--- src/rtl/mux_seq_pkg.sv ---
// Shared types, sizes and scan-order constants for the mux8 scan sequencer.
// MUX_SEQ_MSB_FIRST_EN selects scan order 7..0; undefined gives 0..7.
package mux_seq_pkg;

  typedef enum logic {
    IDLE = 1'b0,
    SCAN = 1'b1
  } state_e;

  localparam int SEL_W  = 3;
  localparam int NUM_IN = 8;
  // Wide enough for SEL_HOLD-1 over the legal range 1..16.
  localparam int HOLD_W = 4;

`ifdef MUX_SEQ_MSB_FIRST_EN
  localparam logic [SEL_W-1:0] FIRST_IDX = 3'd7;
  localparam logic [SEL_W-1:0] LAST_IDX  = 3'd0;
`else
  localparam logic [SEL_W-1:0] FIRST_IDX = 3'd0;
  localparam logic [SEL_W-1:0] LAST_IDX  = 3'd7;
`endif

  function automatic logic [SEL_W-1:0] next_idx(input logic [SEL_W-1:0] idx);
`ifdef MUX_SEQ_MSB_FIRST_EN
    return idx - 3'd1;
`else
    return idx + 3'd1;
`endif
  endfunction

endpackage

--- src/rtl/mux_seq_hold_cnt.sv ---
// Select-hold down-counter: clear loads SEL_HOLD-1, last_o flags the final
// hold cycle of the current select value.
module mux_seq_hold_cnt
  import mux_seq_pkg::*;
#(
  parameter int SEL_HOLD = 1
) (
  input  logic clk,
  input  logic rst_n,
  input  logic clear_i,
  input  logic en_i,
  output logic last_o
);

  localparam logic [HOLD_W-1:0] RELOAD = HOLD_W'(SEL_HOLD - 1);

  logic [HOLD_W-1:0] cnt_q;

  always_ff @(posedge clk) begin
    if (!rst_n) begin
      cnt_q <= '0;
    end else if (clear_i) begin
      cnt_q <= RELOAD;
    end else if (en_i && (cnt_q != '0)) begin
      cnt_q <= cnt_q - 1'b1;
    end
  end

  assign last_o = (cnt_q == '0);

endmodule

--- src/rtl/mux8_scan_seq.sv ---
// Parallel-to-serial sequencer wrapped around an external 8:1 mux.
// Scan order is 7..0 when MUX_SEQ_MSB_FIRST_EN is defined, else 0..7.
module mux8_scan_seq
  import mux_seq_pkg::*;
#(
  parameter int SEL_HOLD = 1
) (
  input  logic        clk,
  input  logic        rst_n,
  input  logic        in_valid,
  output logic        in_ready,
  input  logic [7:0]  in_data,
  output logic [7:0]  mux_i,
  output logic        S2,
  output logic        S1,
  output logic        S0,
  input  logic        z,
  output logic        sout,
  output logic        sout_valid,
  output logic        sout_first,
  output logic        sout_last,
  output logic        busy
);

  state_e              state_q;
  logic [SEL_W-1:0]    idx_q;
  logic [NUM_IN-1:0]   word_q;
  logic                sout_q;
  logic                sout_valid_q;
  logic                sout_first_q;
  logic                sout_last_q;

  logic hold_last;
  logic scanning;
  logic frame_end;
  logic accept;

  assign scanning  = (state_q == SCAN);
  assign frame_end = scanning && hold_last && (idx_q == LAST_IDX);
  assign in_ready  = rst_n && ((state_q == IDLE) || frame_end);
  assign accept    = in_valid && in_ready;

  mux_seq_hold_cnt #(
    .SEL_HOLD (SEL_HOLD)
  ) u_hold (
    .clk     (clk),
    .rst_n   (rst_n),
    .clear_i (accept || (scanning && hold_last)),
    .en_i    (scanning),
    .last_o  (hold_last)
  );

  always_ff @(posedge clk) begin
    if (!rst_n) begin
      state_q      <= IDLE;
      idx_q        <= '0;
      word_q       <= '0;
      sout_q       <= 1'b0;
      sout_valid_q <= 1'b0;
      sout_first_q <= 1'b0;
      sout_last_q  <= 1'b0;
    end else begin
      sout_valid_q <= 1'b0;
      sout_first_q <= 1'b0;
      sout_last_q  <= 1'b0;
      case (state_q)
        IDLE: begin
          if (accept) begin
            word_q  <= in_data;
            idx_q   <= FIRST_IDX;
            state_q <= SCAN;
          end
        end
        SCAN: begin
          if (hold_last) begin
            // z has had the full hold window to settle behind the select.
            sout_q       <= z;
            sout_valid_q <= 1'b1;
            sout_first_q <= (idx_q == FIRST_IDX);
            sout_last_q  <= (idx_q == LAST_IDX);
            if (idx_q == LAST_IDX) begin
              if (accept) begin
                word_q <= in_data;
                idx_q  <= FIRST_IDX;
              end else begin
                state_q <= IDLE;
              end
            end else begin
              idx_q <= next_idx(idx_q);
            end
          end
        end
        default: state_q <= IDLE;
      endcase
    end
  end

  assign mux_i        = word_q;
  assign {S2, S1, S0} = idx_q;
  assign sout         = sout_q;
  assign sout_valid   = sout_valid_q;
  assign sout_first   = sout_first_q;
  assign sout_last    = sout_last_q;
  assign busy         = scanning;

endmodule

--- config.mk ---
export PLATFORM = sky130hd
export DESIGN_NAME = mux8_scan_seq
export DESIGN_NICKNAME = d
export VERILOG_FILES = /design/src/rtl/mux_seq_pkg.sv /design/src/rtl/mux_seq_hold_cnt.sv /design/src/rtl/mux8_scan_seq.sv
export SDC_FILE = /design/constraint.sdc
export NUM_CORES = 1
export LEC_CHECK = 0
export ABC_AREA = 1
export CORE_MARGIN = 1
export CORE_UTILIZATION = 46
export CTS_CLUSTER_SIZE = 8
export DETAILED_ROUTE_END_ITERATION = 8
export PLACE_DENSITY = 0.92
export SLEW_MARGIN = 20
export SYNTH_ARGS = -nofsm -noshare
export SYNTH_HDL_FRONTEND = slang
export SYNTH_SLANG_ARGS = --single-unit
--- constraint.sdc ---
create_clock -name clk -period 3.9 [get_ports clk]
set_input_delay 0.78 -clock clk [delete_from_list [all_inputs] [get_ports clk]]
set_output_delay 0.78 -clock clk [all_outputs]
set_load 0.02 [all_outputs]
==> impl_summary.md <==
Drt
The residual DRC count is 0. The first-iteration detailed-routing DRC count is 12. In the detailed route, the total length drawn on met2 is about 940 um. The total wirelength of the detailed-routed design is approximately 1900 um. The average routed wire per standard cell is 11.47 um. The number of vias per cell after detailed routing is between 5 and 6. In this run the remaining antenna-violating nets after routing total 0. The sum of met3 wire segment lengths after detailed routing is 111 um. The first detailed-routing pass ran for 4 iterations.

For this block, the via count after detailed routing is about 800. The top layer reached by signal wires is met4. The met1 wire length is 773 um.

Synthesis
The cell accounting for the most synthesized area is sky130_fd_sc_hd__dfxtp_1. The synthesized-area fraction occupied by ao, oa, aoi and oai cells is 6.466%. The number of nets in the synthesized netlist is 123. In the synthesized netlist, the number of instances is 107. The xor/xnor cell area share of the yosys netlist is 1.053%.

The most frequently used cell type in the post-synthesis netlist is sky130_fd_sc_hd__nand2_1. The synthesized design contains 20 register bits. The most used flip-flop cell after synthesis is sky130_fd_sc_hd__dfxtp_1.

The share of synthesized area spent on multiplexers is 0%. In this run the biggest area consumer among cell types represents 48.12% of the synthesized area. The proportion of register bits with asynchronous set or reset after synthesis is 0%. Ranked by total cell area, the synthesized netlist is headed by sky130_fd_sc_hd__dfxtp_1 48%, sky130_fd_sc_hd__nand3_1 12%, sky130_fd_sc_hd__nand2_1 9.9%, sky130_fd_sc_hd__ha_1 6.0%, sky130_fd_sc_hd__inv_1 4.5%. The synthesized cell area is around 830 um^2. After Yosys synthesis, full adders, half adders and majority gates account for 6.015% of the synthesized area.

The sequential cell area fraction in the yosys report is around half. After synthesis, the largest family of logic cells by area is simple AND/OR/NAND/NOR gates. Yosys mapped a number of flops with a built-in enable equal to 0.

The Yosys warning count is 0. The simple-gate portion of the synthesized area is 31.58%. The commonest cells after synthesis are 22 x sky130_fd_sc_hd__nand2_1, 20 x sky130_fd_sc_hd__dfxtp_1, 20 x sky130_fd_sc_hd__nand3_1. Each instance of the synthesized netlist takes up on average 7.776 um^2.

The synthesized netlist contains 19 unique library cells.

Critical path
Traced cell by cell, the critical path runs through clkdlybuf4s50_1 > clkinv_1 > a21oi_2 > clkdlybuf4s50_1. By instance count, the cell type seen most on the critical path is sky130_fd_sc_hd__clkdlybuf4s50_1. The type of the worst setup path is primary input to primary output. For the worst setup path, the data required time is 3.12 ns. Broken down by cell family, the worst path's largest delay share belongs to buffers and inverters.

The count of buffering cells on the critical path with inverters included is 3. The arrival time at the worst endpoint is 2.46 ns. The startpoint class of the critical path is a primary input. STA classifies the critical path endpoint as a primary output.

Of all nets on the critical path, the largest fanout is 9. The slack of the worst reg-to-reg path is 2.34 ns. The peak per-stage delay on the critical path is 0.67 ns. The slowest stage of the critical path belongs to the cell sky130_fd_sc_hd__clkdlybuf4s50_1.

Floorplan
The starting density of the core is 48.72%. The core region is ~1700 um^2. The die outline width is 44.53 um. 29 I/O pins were placed. The area enclosed by the die boundary is between 1500 and 2000 um^2.

After floorplanning, the core was divided into 15 placement rows. The die outline height is ~45 um.

Power
In this run the power density over the cells is 353.0 nW/um^2. The clock share of power is 28.8%. In this run the power spent charging and discharging nets is 0.1088 mW. Sequential cells account for ~53% of the total power. Total power for the finished layout comes to approximately 0.42 mW. Across the VDD grid, the largest voltage drop is 277.4 uV. The analysis attributes to cell leakage a power of 0.4991 nW. The switching share of total power is 26.12%. The internal portion of the total power is 0.3077 mW. Of the total power, combinational logic draws roughly 18%.

Global routing
After global routing the overflow that remains totals 0. The via count of the first global-routing pass came to 742. The first-pass GRT wire length is 2960 um.

The total global-route track usage is 21.42%. The number of antenna violations at the first check in global routing is 0. The maximum number of pins on one net before global-route repair is 12.

Clock network
The insertion delay of the later-clocked pin in the worst-skew pair is about 0.3 ns. The TritonCTS buffer count is 3. In this run the clock root is driven by a sky130_fd_sc_hd__clkbuf_4. Clock-pin slew was measured on the worst setup and hold paths at 0.11 ns. The maximum count of clock buffers along a single path is 2. Buffers added to address setup during post-CTS repair amount to 0. The hold buffer count at cts is 0.

The number of gates given a new drive strength after cts is 0. The number of levels in the clock H-tree is 1. CTS saw 20 sinks. TritonCTS built the clock tree.

Placement
The final weighted congestion in routability-driven placement is 0.7244. The number of port buffers is 28. The placed instances occupy a cell area of 1144 um^2. The post-placement cell count is 159. The placed wire-length estimate after detailed placement is 1463 um.

Timing
In the finished design, the share of the clock period the worst path needs comes to 83.15%. The number of max-slew violations in the final report came to 0. The worst clock skew is 0.007627 ns. Setup repair after global routing left no endpoint under its margin.

Setup total negative slack on the finished layout was measured at 0 ns. For the finished layout, the period the worst path requires is between 3 and 4 ns. Derived from the worst setup path, the maximum achievable clock frequency is 0.3084 GHz.

For the pin with the worst max-slew slack, the measured transition is about 0.33 ns. The hold violation count in the final report is 0. The worst pin sits at a relative slew slack of 77.83%. Setup violations remaining at the end of the flow were counted as 0.

Final layout
The antenna diode instance count is 0. The layout overhead on the synthesized area is 41.80%. The number of cells in the finished layout apart from fillers is 163. The summed area of non-filler cells in the final layout is ~1200 um^2. The share of post-route cells with drive strength above 1 is a little over 7%. The net count of the finished layout is 155.

Outcome
The flow ran to the end, and the final reports show no timing, DRC or antenna violations.

Job
The number of maximum-capacitance violations is 0.

Min path
The type of the most critical hold path is flop to flop.
[registers in the layout, indices dropped and copies added (netlist names)]
name and count:
u_hold.cnt_q 4, sout_valid 1, busy 1, sout_last 1, sout 1, idx_q 3
mux_i 8, sout_first 1
[per-stage QoR]
stage                     setup slack (ns)  util (%)  hold slack, ns
after floorplan                      1.798         -          0.4572
after global placement              0.6832     66.96          0.4525
after CTS                           0.6551     69.08          0.4762
after detailed placement            0.6590     66.96          0.4597
after global routing                0.5397     69.08          0.4976
final                               0.6571     69.08          0.4729
[worst paths after layout]
check,cells after the start,startpoint,endpoint
worst min-delay path,2,mux_i[0],mux_i[0]
worst min register to register,2,mux_i[0],mux_i[0]
worst max register to register,7,idx_q[1],u_hold.cnt_q[3]
worst max-delay path,4,rst_n,in_ready
[metal layers]
| layer | vias up | GRT usage (%) |
|---|---|---|
| li1 | 412 | - |
| met1 | 373 | 23.23 |
| met2 | 27 | 34.71 |
| met3 | 4 | 7.755 |
| met4 | 0 | 14.55 |
| met5 | - | 0 |
[worst register-to-register path: stages (launching register included)]
cell                      delay, ns
sky130_fd_sc_hd__dfxtp_1       0.35
sky130_fd_sc_hd__ha_1          0.21
sky130_fd_sc_hd__ha_1          0.20
sky130_fd_sc_hd__nand3_1       0.13
sky130_fd_sc_hd__nand2_1       0.11
sky130_fd_sc_hd__nand3_2       0.18
sky130_fd_sc_hd__nand3_1       0.16
sky130_fd_sc_hd__a21oi_1       0.16
[kinds of logic after synthesis]
logic type,count (synthesis)
and+or+nand+nor,57
xor gates and xnor gates,1
buffers and inverters,15
adders and majority gates,4
AOI/OAI and AO/OA,10
DFF,20
[cell usage in the layout, fill, tap and decap left out]
master,netlist,routed
sky130_fd_sc_hd__clkdlybuf4s50_1,0,28
sky130_fd_sc_hd__clkbuf_4,0,3
sky130_fd_sc_hd__nand2_1,22,22
sky130_fd_sc_hd__buf_4,0,1
sky130_fd_sc_hd__ha_1,4,4
sky130_fd_sc_hd__inv_2,2,2
sky130_fd_sc_hd__inv_1,10,10
sky130_fd_sc_hd__a21oi_2,1,1
sky130_fd_sc_hd__nor2_1,7,7
sky130_fd_sc_hd__nor3_1,4,4
sky130_fd_sc_hd__a21oi_1,7,7
sky130_fd_sc_hd__nand3_2,1,1
sky130_fd_sc_hd__or2_0,1,1
sky130_fd_sc_hd__clkbuf_8,0,1
sky130_fd_sc_hd__clkinv_1,1,1
sky130_fd_sc_hd__nand3_1,20,20
sky130_fd_sc_hd__nor4_1,1,1
sky130_fd_sc_hd__xor2_1,1,1
sky130_fd_sc_hd__nor2_4,1,1
sky130_fd_sc_hd__dfxtp_1,20,20
sky130_fd_sc_hd__o21ai_0,2,2
[cell type report]
class | count | area (um^2)
fill | 129 | 528.0
inverter | 13 | 48.80
tap | 25 | 31.28
clock buffer | 4 | 36.28
multi-input combinational | 72 | 375.4
timing repair buffer | 29 | 287.8
sequential | 20 | 400.4
[power groups by stage]
stage / clock [mW] / sequential [mW] / combinational [mW]
floorplan: 0 / 0.238 / 0.0247
global placement: 0 / 0.225 / 0.0734
detailed placement: 0 / 0.226 / 0.0751
CTS: 0.123 / 0.221 / 0.0754
global route: 0.128 / 0.223 / 0.0811
finish: 0.120 / 0.221 / 0.0750
No activity file was read; power rests on OpenSTA's default activity.
